`config.mk`:
```
export PLATFORM = sky130hd
export DESIGN_NAME = fpu_issue_ctrl_flat
export DESIGN_NICKNAME = d
export VERILOG_FILES = /design/src/rtl/fpu_issue_ctrl_if.sv /design/src/rtl/fpu_issue_ctrl.sv /design/src/flat_wrapper.sv
export SDC_FILE = /design/constraint.sdc
export NUM_CORES = 1
export LEC_CHECK = 0
export CAP_MARGIN = 0
export CORE_AREA = 10 10 176 178
export CTS_BUF_LIST = sky130_fd_sc_hd__clkbuf_8
export CTS_CLUSTER_SIZE = 14
export DETAILED_ROUTE_END_ITERATION = 8
export DIE_AREA = 0 0 186 188
export PLACE_DENSITY = 0.61
export SYNTH_ARGS = -nofsm -noshare
export SYNTH_HDL_FRONTEND = slang
export SYNTH_SLANG_ARGS = --single-unit
```
`constraint.sdc`:
```
create_clock -name sys_clk -period 3.9 [get_ports sys_clk]
set_input_delay 0.39 -clock sys_clk [delete_from_list [all_inputs] [get_ports sys_clk]]
set_output_delay 0.39 -clock sys_clk [all_outputs]
set_load 0.05 [all_outputs]
```
`src/rtl/fpu_issue_ctrl_if.sv`:
```
// Request/result bundle between the CPU execute stage and fpu_issue_ctrl.
// master = CPU side (issues ops, receives results); slave = controller side.
interface fpu_issue_ctrl_if #(
  parameter int unsigned NUM_UNITS = 8,
  parameter int unsigned DATA_W    = 32
);
  logic                 in_valid;
  logic                 in_ready;
  logic [NUM_UNITS-1:0] in_op;
  logic [DATA_W-1:0]    in_x1;
  logic [DATA_W-1:0]    in_x2;
  logic [DATA_W-1:0]    y;
  logic                 out_valid;
  logic                 ovf;
  logic                 unf;
  logic                 illegal;

  modport master (
    output in_valid, in_op, in_x1, in_x2,
    input  in_ready, y, out_valid, ovf, unf, illegal
  );

  modport slave (
    input  in_valid, in_op, in_x1, in_x2,
    output in_ready, y, out_valid, ovf, unf, illegal
  );
endinterface

```
`src/rtl/fpu_issue_ctrl.sv`:
```
// Issue/completion controller for the FPU cluster: in-order, single-unit bursts of up to
// MAX_INFLIGHT ops. Define FPU_EXC_STICKY_EN to build the sticky ovf/unf accumulators.
module fpu_issue_ctrl #(
  parameter int unsigned NUM_UNITS    = 8,
  parameter int unsigned DATA_W       = 32,
  parameter int unsigned MAX_INFLIGHT = 4
) (
  input  logic                          sys_clk,
  input  logic                          rst,
  fpu_issue_ctrl_if.slave               req,
  output logic [NUM_UNITS-1:0]          unit_start,
  output logic [DATA_W-1:0]             unit_x1,
  output logic [DATA_W-1:0]             unit_x2,
  input  logic [NUM_UNITS*DATA_W-1:0]   unit_y,
  input  logic [NUM_UNITS-1:0]          unit_valid,
  input  logic [NUM_UNITS-1:0]          unit_ovf,
  input  logic [NUM_UNITS-1:0]          unit_unf,
  output logic                          busy,
  input  logic                          flag_clr,
  output logic                          sticky_ovf,
  output logic                          sticky_unf
);

  localparam int unsigned CntW = $clog2(MAX_INFLIGHT + 1);
  localparam logic [CntW-1:0] MaxCnt = CntW'(MAX_INFLIGHT);

  typedef enum logic [1:0] {StIdle, StRun, StErr} state_e;

  state_e               r_state, w_state_d;
  logic [CntW-1:0]      r_cnt, w_cnt_d;
  logic [NUM_UNITS-1:0] r_cur;
  logic [NUM_UNITS-1:0] r_start;
  logic [DATA_W-1:0]    r_x1, r_x2, r_y;
  logic                 r_out_valid, r_ovf, r_unf, r_illegal;

  logic                 w_ready, w_onehot, w_acc, w_acc_legal, w_acc_illegal, w_cmp;
  logic [DATA_W-1:0]    w_y_sel;
  logic                 w_ovf_sel, w_unf_sel;

  assign w_onehot = $onehot(req.in_op);

  // Only the unit already in flight may be issued again, which keeps results in order.
  assign w_ready = !rst && ((r_state == StIdle) ||
                            (r_state == StRun && r_cnt < MaxCnt && req.in_op == r_cur));

  assign w_acc         = req.in_valid && w_ready;
  assign w_acc_legal   = w_acc && w_onehot;
  assign w_acc_illegal = w_acc && !w_onehot;
  assign w_cmp         = (r_state == StRun) && (r_cnt != '0) && ((unit_valid & r_cur) != '0);

  always_comb begin
    w_y_sel   = '0;
    w_ovf_sel = |(unit_ovf & r_cur);
    w_unf_sel = |(unit_unf & r_cur);
    for (int k = 0; k < int'(NUM_UNITS); k++) begin
      if (r_cur[k]) w_y_sel = w_y_sel | unit_y[k*DATA_W +: DATA_W];
    end
  end

  always_comb begin
    w_cnt_d = r_cnt;
    if (w_acc_legal && !w_cmp) begin
      w_cnt_d = r_cnt + 1'b1;
    end else if (!w_acc_legal && w_cmp) begin
      w_cnt_d = r_cnt - 1'b1;
    end
  end

  always_comb begin
    w_state_d = r_state;
    unique case (r_state)
      StIdle: begin
        if (w_acc_legal) begin
          w_state_d = StRun;
        end else if (w_acc_illegal) begin
          w_state_d = StErr;
        end
      end
      StRun:   if (w_cnt_d == '0) w_state_d = StIdle;
      StErr:   w_state_d = StIdle;
      default: w_state_d = StIdle;
    endcase
  end

  always_ff @(posedge sys_clk) begin
    if (rst) begin
      r_state     <= StIdle;
      r_cnt       <= '0;
      r_cur       <= '0;
      r_start     <= '0;
      r_x1        <= '0;
      r_x2        <= '0;
      r_y         <= '0;
      r_out_valid <= 1'b0;
      r_ovf       <= 1'b0;
      r_unf       <= 1'b0;
      r_illegal   <= 1'b0;
    end else begin
      r_state <= w_state_d;
      r_cnt   <= w_cnt_d;
      if (w_acc_legal) begin
        r_cur <= req.in_op;
        r_x1  <= req.in_x1;
        r_x2  <= req.in_x2;
      end
      r_start     <= w_acc_legal ? req.in_op : '0;
      // An illegal op reports through the same result port as a zero result.
      r_out_valid <= w_cmp || w_acc_illegal;
      r_y         <= w_cmp ? w_y_sel : '0;
      r_ovf       <= w_cmp && w_ovf_sel;
      r_unf       <= w_cmp && w_unf_sel;
      r_illegal   <= w_acc_illegal;
    end
  end

  assign req.in_ready  = w_ready;
  assign req.y         = r_y;
  assign req.out_valid = r_out_valid;
  assign req.ovf       = r_ovf;
  assign req.unf       = r_unf;
  assign req.illegal   = r_illegal;
  assign unit_start    = r_start;
  assign unit_x1       = r_x1;
  assign unit_x2       = r_x2;
  assign busy          = (r_state != StIdle);

`ifdef FPU_EXC_STICKY_EN
  logic r_sticky_ovf, r_sticky_unf;

  // Set has priority over clear so an exception in the clearing cycle is not lost.
  always_ff @(posedge sys_clk) begin
    if (rst) begin
      r_sticky_ovf <= 1'b0;
      r_sticky_unf <= 1'b0;
    end else begin
      if (r_out_valid && r_ovf) begin
        r_sticky_ovf <= 1'b1;
      end else if (flag_clr) begin
        r_sticky_ovf <= 1'b0;
      end
      if (r_out_valid && r_unf) begin
        r_sticky_unf <= 1'b1;
      end else if (flag_clr) begin
        r_sticky_unf <= 1'b0;
      end
    end
  end

  assign sticky_ovf = r_sticky_ovf;
  assign sticky_unf = r_sticky_unf;
`else
  logic w_unused_flag_clr;
  assign w_unused_flag_clr = flag_clr;
  assign sticky_ovf        = 1'b0;
  assign sticky_unf        = 1'b0;
`endif

endmodule

```
`src/flat_wrapper.sv`:
```
// flat-port wrapper written by rule: the top's interface ports become plain ports
module fpu_issue_ctrl_flat 
#(
  parameter int unsigned NUM_UNITS    = 8,
  parameter int unsigned DATA_W       = 32,
  parameter int unsigned MAX_INFLIGHT = 4
)
  (sys_clk, rst, unit_start, unit_x1, unit_x2, unit_y, unit_valid, unit_ovf, unit_unf, busy, flag_clr, sticky_ovf, sticky_unf, req_in_valid, req_in_op, req_in_x1, req_in_x2, req_in_ready, req_y, req_out_valid, req_ovf, req_unf, req_illegal);
  fpu_issue_ctrl_if #(.NUM_UNITS(NUM_UNITS), .DATA_W(DATA_W)) req_i ();
  input  logic sys_clk;
  input  logic rst;
  output logic [NUM_UNITS-1:0] unit_start;
  output logic [DATA_W-1:0] unit_x1;
  output logic [DATA_W-1:0] unit_x2;
  input  logic [NUM_UNITS*DATA_W-1:0] unit_y;
  input  logic [NUM_UNITS-1:0] unit_valid;
  input  logic [NUM_UNITS-1:0] unit_ovf;
  input  logic [NUM_UNITS-1:0] unit_unf;
  output logic busy;
  input  logic flag_clr;
  output logic sticky_ovf;
  output logic sticky_unf;
  input wire logic [$bits(req_i.in_valid)-1:0] req_in_valid;
  input wire logic [$bits(req_i.in_op)-1:0] req_in_op;
  input wire logic [$bits(req_i.in_x1)-1:0] req_in_x1;
  input wire logic [$bits(req_i.in_x2)-1:0] req_in_x2;
  output wire logic [$bits(req_i.in_ready)-1:0] req_in_ready;
  output wire logic [$bits(req_i.y)-1:0] req_y;
  output wire logic [$bits(req_i.out_valid)-1:0] req_out_valid;
  output wire logic [$bits(req_i.ovf)-1:0] req_ovf;
  output wire logic [$bits(req_i.unf)-1:0] req_unf;
  output wire logic [$bits(req_i.illegal)-1:0] req_illegal;
  assign req_i.in_valid = req_in_valid;
  assign req_i.in_op = req_in_op;
  assign req_i.in_x1 = req_in_x1;
  assign req_i.in_x2 = req_in_x2;
  assign req_in_ready = req_i.in_ready;
  assign req_y = req_i.y;
  assign req_out_valid = req_i.out_valid;
  assign req_ovf = req_i.ovf;
  assign req_unf = req_i.unf;
  assign req_illegal = req_i.illegal;
  fpu_issue_ctrl #(.NUM_UNITS(NUM_UNITS), .DATA_W(DATA_W), .MAX_INFLIGHT(MAX_INFLIGHT)) u_core (.sys_clk(sys_clk), .rst(rst), .req(req_i), .unit_start(unit_start), .unit_x1(unit_x1), .unit_x2(unit_x2), .unit_y(unit_y), .unit_valid(unit_valid), .unit_ovf(unit_ovf), .unit_unf(unit_unf), .busy(busy), .flag_clr(flag_clr), .sticky_ovf(sticky_ovf), .sticky_unf(sticky_unf));
endmodule
```
==> results of run 1 <==
## what timing repair did
action	CTS	global route
pin swaps	0	8
setup endpoints to repair	2	6
gates resized for setup	1	15
buffers inserted	0	1
## critical path, cell delays in order
cell and delay [ps]:
dlymetal6s2s_1 140, ha_2 310, inv_1 50, fa_2 380, fa_1 510, inv_1 50, ha_2 170, fa_1 490
nor4b_4 380, nand2_2 120, o41ai_4 200, buf_4 190, mux2i_1 210, xnor2_1 160, a21oi_1 90
## routing by layer
metal  vias up  share of wire  GRT usage
met2       335           0.51      0.335
met3        27           0.12     0.0957
met1      3270           0.36      0.200
li1       3357              -          -
met4         6          0.011     0.0540
met5         -         0.0010          0
## metrics by stage
stage,hold slack (ps),area [um^2]
floorplan,502,5680
finish,321,11200
detailed placement,442,10700
global placement,436,10700
CTS,279,11100
global route,309,11200
## logic make-up (layout without fill, tap and decap cells)
| kind of cell | count (synthesis) | count (layout) | synth area share |
|---|---|---|---|
| fa+ha+maj | 13 | 13 | 0.0340 |
| simple gates | 178 | 178 | 0.134 |
| mux | 2 | 2 | 0.00353 |
| flops | 121 | 121 | 0.427 |
| other cells | 1 | 13 | 0.000661 |
| xor+xnor | 11 | 11 | 0.0170 |
| compound gates | 257 | 257 | 0.318 |
| buf+inv | 82 | 545 | 0.0653 |
## area by class of cell
| class | instances | area (um^2) | area share |
|---|---|---|---|
| well taps | 346 | 433 | 0.0388 |
| repair buffers | 493 | 4900 | 0.439 |
| flip-flops and latches | 121 | 2430 | 0.218 |
| diodes | 11 | 27.5 | 0.00246 |
| clock inverters | 15 | 141 | 0.0127 |
| multi-input cells | 463 | 2920 | 0.261 |
| inverters | 20 | 75.1 | 0.00672 |
| clock buffers | 17 | 234 | 0.0210 |
## power by group
part | internal (W) | switching [W] | leakage [nW]
registers | 0.00128 | 0.0000260 | 0.980
logic | 0.000544 | 0.000498 | 2.69
clock network | 0.000516 | 0.000614 | 0.183
## state kept, by name (all words and copies together) (netlist names)
register	count
u_core.unit_x1	32
u_core.r_cur	8
u_core.req.ovf	1
u_core.req.unf	1
u_core.req.out_valid	1
u_core.req.y	32
u_core.unit_x2	32
u_core.unit_start	8
u_core.r_cnt	3
u_core.req.illegal	1
u_core.r_state	2
## cells in the final DEF (no fill, tap or decap), drive strengths merged, types with 2 or more instances in the layout
master         synthesis  routed
clkinvlp               0       4
nand4b                 2       2
clkinv                 0       3
or2                    2       2
a22oi                 72      72
conb                   1       2
clkbuf                43      17
nand2                152     152
ha                     9       9
fa                     4       4
mux2i                  2       2
nor2b                  2       2
a221oi                34      34
diode                  0      11
buf                   19      30
dlymetal6s2s           0       6
nand3                  5       5
dfxtp                121     121
a31oi                 35      35
clkdlybuf4s50          0     457
nor2                   3       3
xnor2                 10      10
a22o                  34      34
a21oi                 75      75
inv                   20      27
nand4                  3       3
o21ai                  4       4
nor4b                  2       2
## how the worst max path moves through the flow
| stage | depth (start not counted) | endpoint | slack, ps |
|---|---|---|---|
| global placement | 15 | u_core.r_cnt[2]$_SDFF_PP0_ | -460 |
| floorplan | 13 | u_core.r_state[0]$_SDFFE_PP0P_ | 110 |
| global route | 15 | u_core.r_state[0]$_SDFFE_PP0P_ | 260 |
| finish | 15 | u_core.r_state[0]$_SDFFE_PP0P_ | 370 |
| CTS | 15 | u_core.r_cnt[2]$_SDFF_PP0_ | 20 |
| detailed placement | 15 | u_core.r_cnt[2]$_SDFF_PP0_ | -530 |
==> results.toml, run 1 <==
[yosys]
synth_cell_type_count = 39
yosysSeqAreaShare = 0.427
netlist_instances = 665
synth_common_cells = "152 x nand2_1, 121 x dfxtp_1, 75 x a21oi_1"
synthTopCellsByArea = "dfxtp_1 43%, nand2_1 10%, a22oi_1 9.5%"
synth_edf_count = 0
synth_most_common_cell = "nand2_1"
synth_warnings = 0
async_flop_share = 0
synth.avg_cell_area_um2 = 8.53
mappedNetlistArea_um2 = 5670
synth_ff_type = "dfxtp_1"
ys_ff_latch = 121
synth.largest_area_cell = "dfxtp_1"
synth_top_area_share = 0.427

[critical_path]
worstSetupPathType = "in2reg"
reg2regPathDepth = 5
cp.arrival_ps = 3850
crit_path_end_kind = "flop"
required_ps = 4220
r2r_end = "u_core.req.y[10]$_SDFF_PP0_"
critPathLaunchType = "input port"
rr_startpoint = "u_core.r_cur[0]$_SDFFE_PP0N_"
rrSetupSlack_ps = 1210
critPathLaunch = "req_in_op[2]"
path_max_fanout = 6

[sta]
tightest_slew_ps = 862
tns_ps = 0
fin_skew_ps = 19.2
clock.fmax_mhz = 283
period_share = 0.906
grt_setup_unrepaired = "no"
slew_headroom = 0.425
finalSetupViolCount = 0
final.setup.worst_slack_ps = 367
report.final.slew_viol_count = 0
final-hold-violation-count = 0
layout_min_cycle_time_ps = 3530

[detailed_routing]
drt_iter0_markers = 354
ant_nets = 0
routedWlPerCell_um = 24.0
dr_total_vias = 6995
first_pass_iters = 7
route.detailed.drc = 0
viasPerCell = 4.71
finalWirelength_mm = 35.7

[die]
ios = 468
die_h_um = 188
coreArea_um2 = 27500
rows = 61
initial_core_util = 0.206
die_area_um2 = 35000
fp.dieW_um = 186

[run_status]
status = "complete, no violations"

[worst_hold_path]
holdPathEnd = "u_core.r_state[0]$_SDFFE_PP0P_"
hold_depth = 4
hp-class = "in2reg"
min_from = "rst"

[pwr]
ir_drop_uv = 151
leakage_nw = 3.86
p_per_area_nw_per_um2 = 312
total_power_w = 0.00348

[global_routing]
gr-usage-all-layers = 0.193
grt_max_degree = 78
antenna_found_initial = 19
grt_pass1_wl_mm = 49.5
gr-total-overflow = 0
grt_pass1_vias = 7237

[placement]
hpwl_mm = 27.8
dpl_worst_slack_ps = -526
dp_cells = 1442
numPortBuffers = 464
place.gp.congestion = 0.862

[clock_tree]
cts_max_level = 4
cts.path.max_buffers = 2
cts_tree = "built"
ctsHoldBuffers = 0
worstSkewPairLatency_ps = 440
cts_num_sinks = 121
cts_buffers = 17
cts.clk_slew.worst_paths_ps = 80
root_buffer = "clkbuf_8"

[finish]
final_util = 0.406
final_cells = 1486
drive_above_1_share = 0.0753
nets = 1485
syn_to_final_growth_pct = 96.8
fillers = 2714

[job]
maxCapViolCount = 0
Note: power is estimated with default switching activity, not from simulation.
==> run 2: changes to the inputs <==
==> constraint.sdc (replaced) <==
create_clock -name sys_clk -period 3.17 [get_ports sys_clk]
set_input_delay 0.317 -clock sys_clk [delete_from_list [all_inputs] [get_ports sys_clk]]
set_output_delay 0.317 -clock sys_clk [all_outputs]
set_load 0.05 [all_outputs]
==> run 2 against run 1 <==
Net effect:
- the run now ends with setup timing left
- sequential power up 24%
- routed wire length increased by 5.7%
- combinational power is 36% higher
- sequential share of layout area fell by 1.0 points
- largest power group unchanged
==> results.toml, run 2 (same netlist as run 1, synthesis figures left out) <==
[die]
die_h_um = 188
rows = 61
ios = 468
coreArea_um2 = 27500
fp.dieW_um = 186
die_area_um2 = 35000
initial_core_util = 0.206

[clock_tree]
cts_num_sinks = 121
cts_buffers = 17
worstSkewPairLatency_ps = 450
cts.clk_slew.worst_paths_ps = 80
cts_tree = "built"
root_buffer = "clkbuf_8"
cts.path.max_buffers = 2
cts_max_level = 4

[finish]
fillers = 2716
drive_above_1_share = 0.142
syn_to_final_growth_pct = 107
mostFrequentLayoutCell = "clkdlybuf4s50_1"
final_util = 0.427
nets = 1500
final_cell_mix = "456 x clkdlybuf4s50_1, 113 x dfxtp_1, 109 x nand2_1"

[pwr]
pwr-share-clk = 0.325
power_switching_w = 0.00150
switching_share = 0.332
leakage_nw = 4.07
intPower_w = 0.00301
p_comb_frac = 0.313
ir_drop_uv = 251
p_per_area_nw_per_um2 = 384
total_power_w = 0.00450
pwr-share-seq = 0.362

[global_routing]
grt_pass1_vias = 7270
grt_pass1_wl_mm = 50.6
grt_max_degree = 73
antenna_found_initial = 15
gr-total-overflow = 0
gr-usage-all-layers = 0.197

[job]
maxCapViolCount = 0

[detailed_routing]
dr_total_vias = 7292
viasPerCell = 4.87
drt_iter0_markers = 346
first_pass_iters = 5
routedWlPerCell_um = 25.2
finalWirelength_mm = 37.7
route.detailed.drc = 0
ant_nets = 0

[sta]
final-hold-violation-count = 0
slew_headroom = 0.406
finalSetupViolCount = 24
final.setup.worst_slack_ps = -68.2
clock.fmax_mhz = 309
layout_min_cycle_time_ps = 3240
report.final.slew_viol_count = 0
grt_setup_unrepaired = "yes"
period_share = 1.02
fin_skew_ps = 23.7
tightest_slew_ps = 891

[run_status]
violations = "setup timing"
status = "finished with violations"

[critical_path]
cp.arrival_ps = 3610
crit_path_end_kind = "flop"
path_max_fanout = 3
worstSetupPathType = "in2reg"
required_ps = 3540
critPathLaunchType = "input port"

[placement]
hpwl_mm = 28.1
place.gp.congestion = 0.879
numPortBuffers = 464

[worst_hold_path]
hp-class = "in2reg"
run 2: final timing paths:
| kind | start | to | slack [ps] | cells after the start |
|---|---|---|---|---|
| worst max-delay path | req_in_op[5] | u_core.r_cnt[0]$_SDFF_PP0_ | -70 | 16 |
| worst min-delay path | rst | u_core.r_cnt[1]$_SDFF_PP0_ | 170 | 2 |
| worst max register to register | u_core.r_cur[2]$_SDFFE_PP0N_ | u_core.req.y[25]$_SDFF_PP0_ | 700 | 4 |
| worst min register to register | u_core.unit_x1[30]$_SDFFE_PP0N_ | u_core.unit_x1[30]$_SDFFE_PP0N_ | 450 | 2 |
run 2: power by group through the flow:
| stage | Clock [W] | Sequential, W | Combinational, W |
|---|---|---|---|
| floorplan | 0 | 0.00181 | 0.000399 |
| global placement | 0 | 0.00166 | 0.00126 |
| detailed placement | 0 | 0.00166 | 0.00126 |
| CTS | 0.00152 | 0.00163 | 0.00133 |
| global route | 0.00158 | 0.00164 | 0.00150 |
| finish | 0.00146 | 0.00163 | 0.00141 |
run 2: final cells by class:
cell class / count / area, um^2 / area share
clock inverters: 14 / 148 / 0.0126
multi-input cells: 463 / 3130 / 0.267
inverters: 20 / 75.1 / 0.00640
flip-flops and latches: 121 / 2430 / 0.207
clock buffers: 18 / 248 / 0.0211
diodes: 8 / 20.0 / 0.00171
well taps: 346 / 433 / 0.0369
repair buffers: 508 / 5230 / 0.446
run 2: repair_timing:
action,CTS,global route
hold endpoints to repair,0,0
hold buffers,0,0
endpoints found under the setup margin,84,76
setup buffers,3,4
gates resized for setup,41,74
pin swaps,49,19
cloned,3,9
run 2: critical path: stages:
cell and delay (ps):
buf_6 100, ha_4 150, fa_1 540, inv_2 40
fa_1 480, inv_1 50, ha_2 160, fa_1 480
nor4b_4 280, buf_4 170, nand4_1 140, o41ai_4 110
buf_4 200, xor2_2 140, xnor2_1 130, nor2b_1 130
run 2: stage by stage:
stage | worst slack (ps) | area (um^2) | instances | TNS (ps) | hold slack (ps)
2_1_floorplan | -411 | 5720 | 666 | -7390 | 429
3_3_place_gp | -984 | 10700 | 1440 | -64280 | 437
3_5_place_dp | -996 | 10700 | 1440 | -66550 | 442
4_1_cts | -287 | 11300 | 1478 | -1780 | 144
5_1_grt | -218 | 11700 | 1497 | -5550 | 155
6_report | -68.2 | 11700 | 1498 | -356 | 173
run 2: layer usage:
metal  global-route usage  wire length, um  up-vias
li1                     -                -     3380
met1                0.205            13000     3477
met2                0.355            19800      379
met3               0.0802             4060       44
met4               0.0527              718       12
met5                    0               92        -
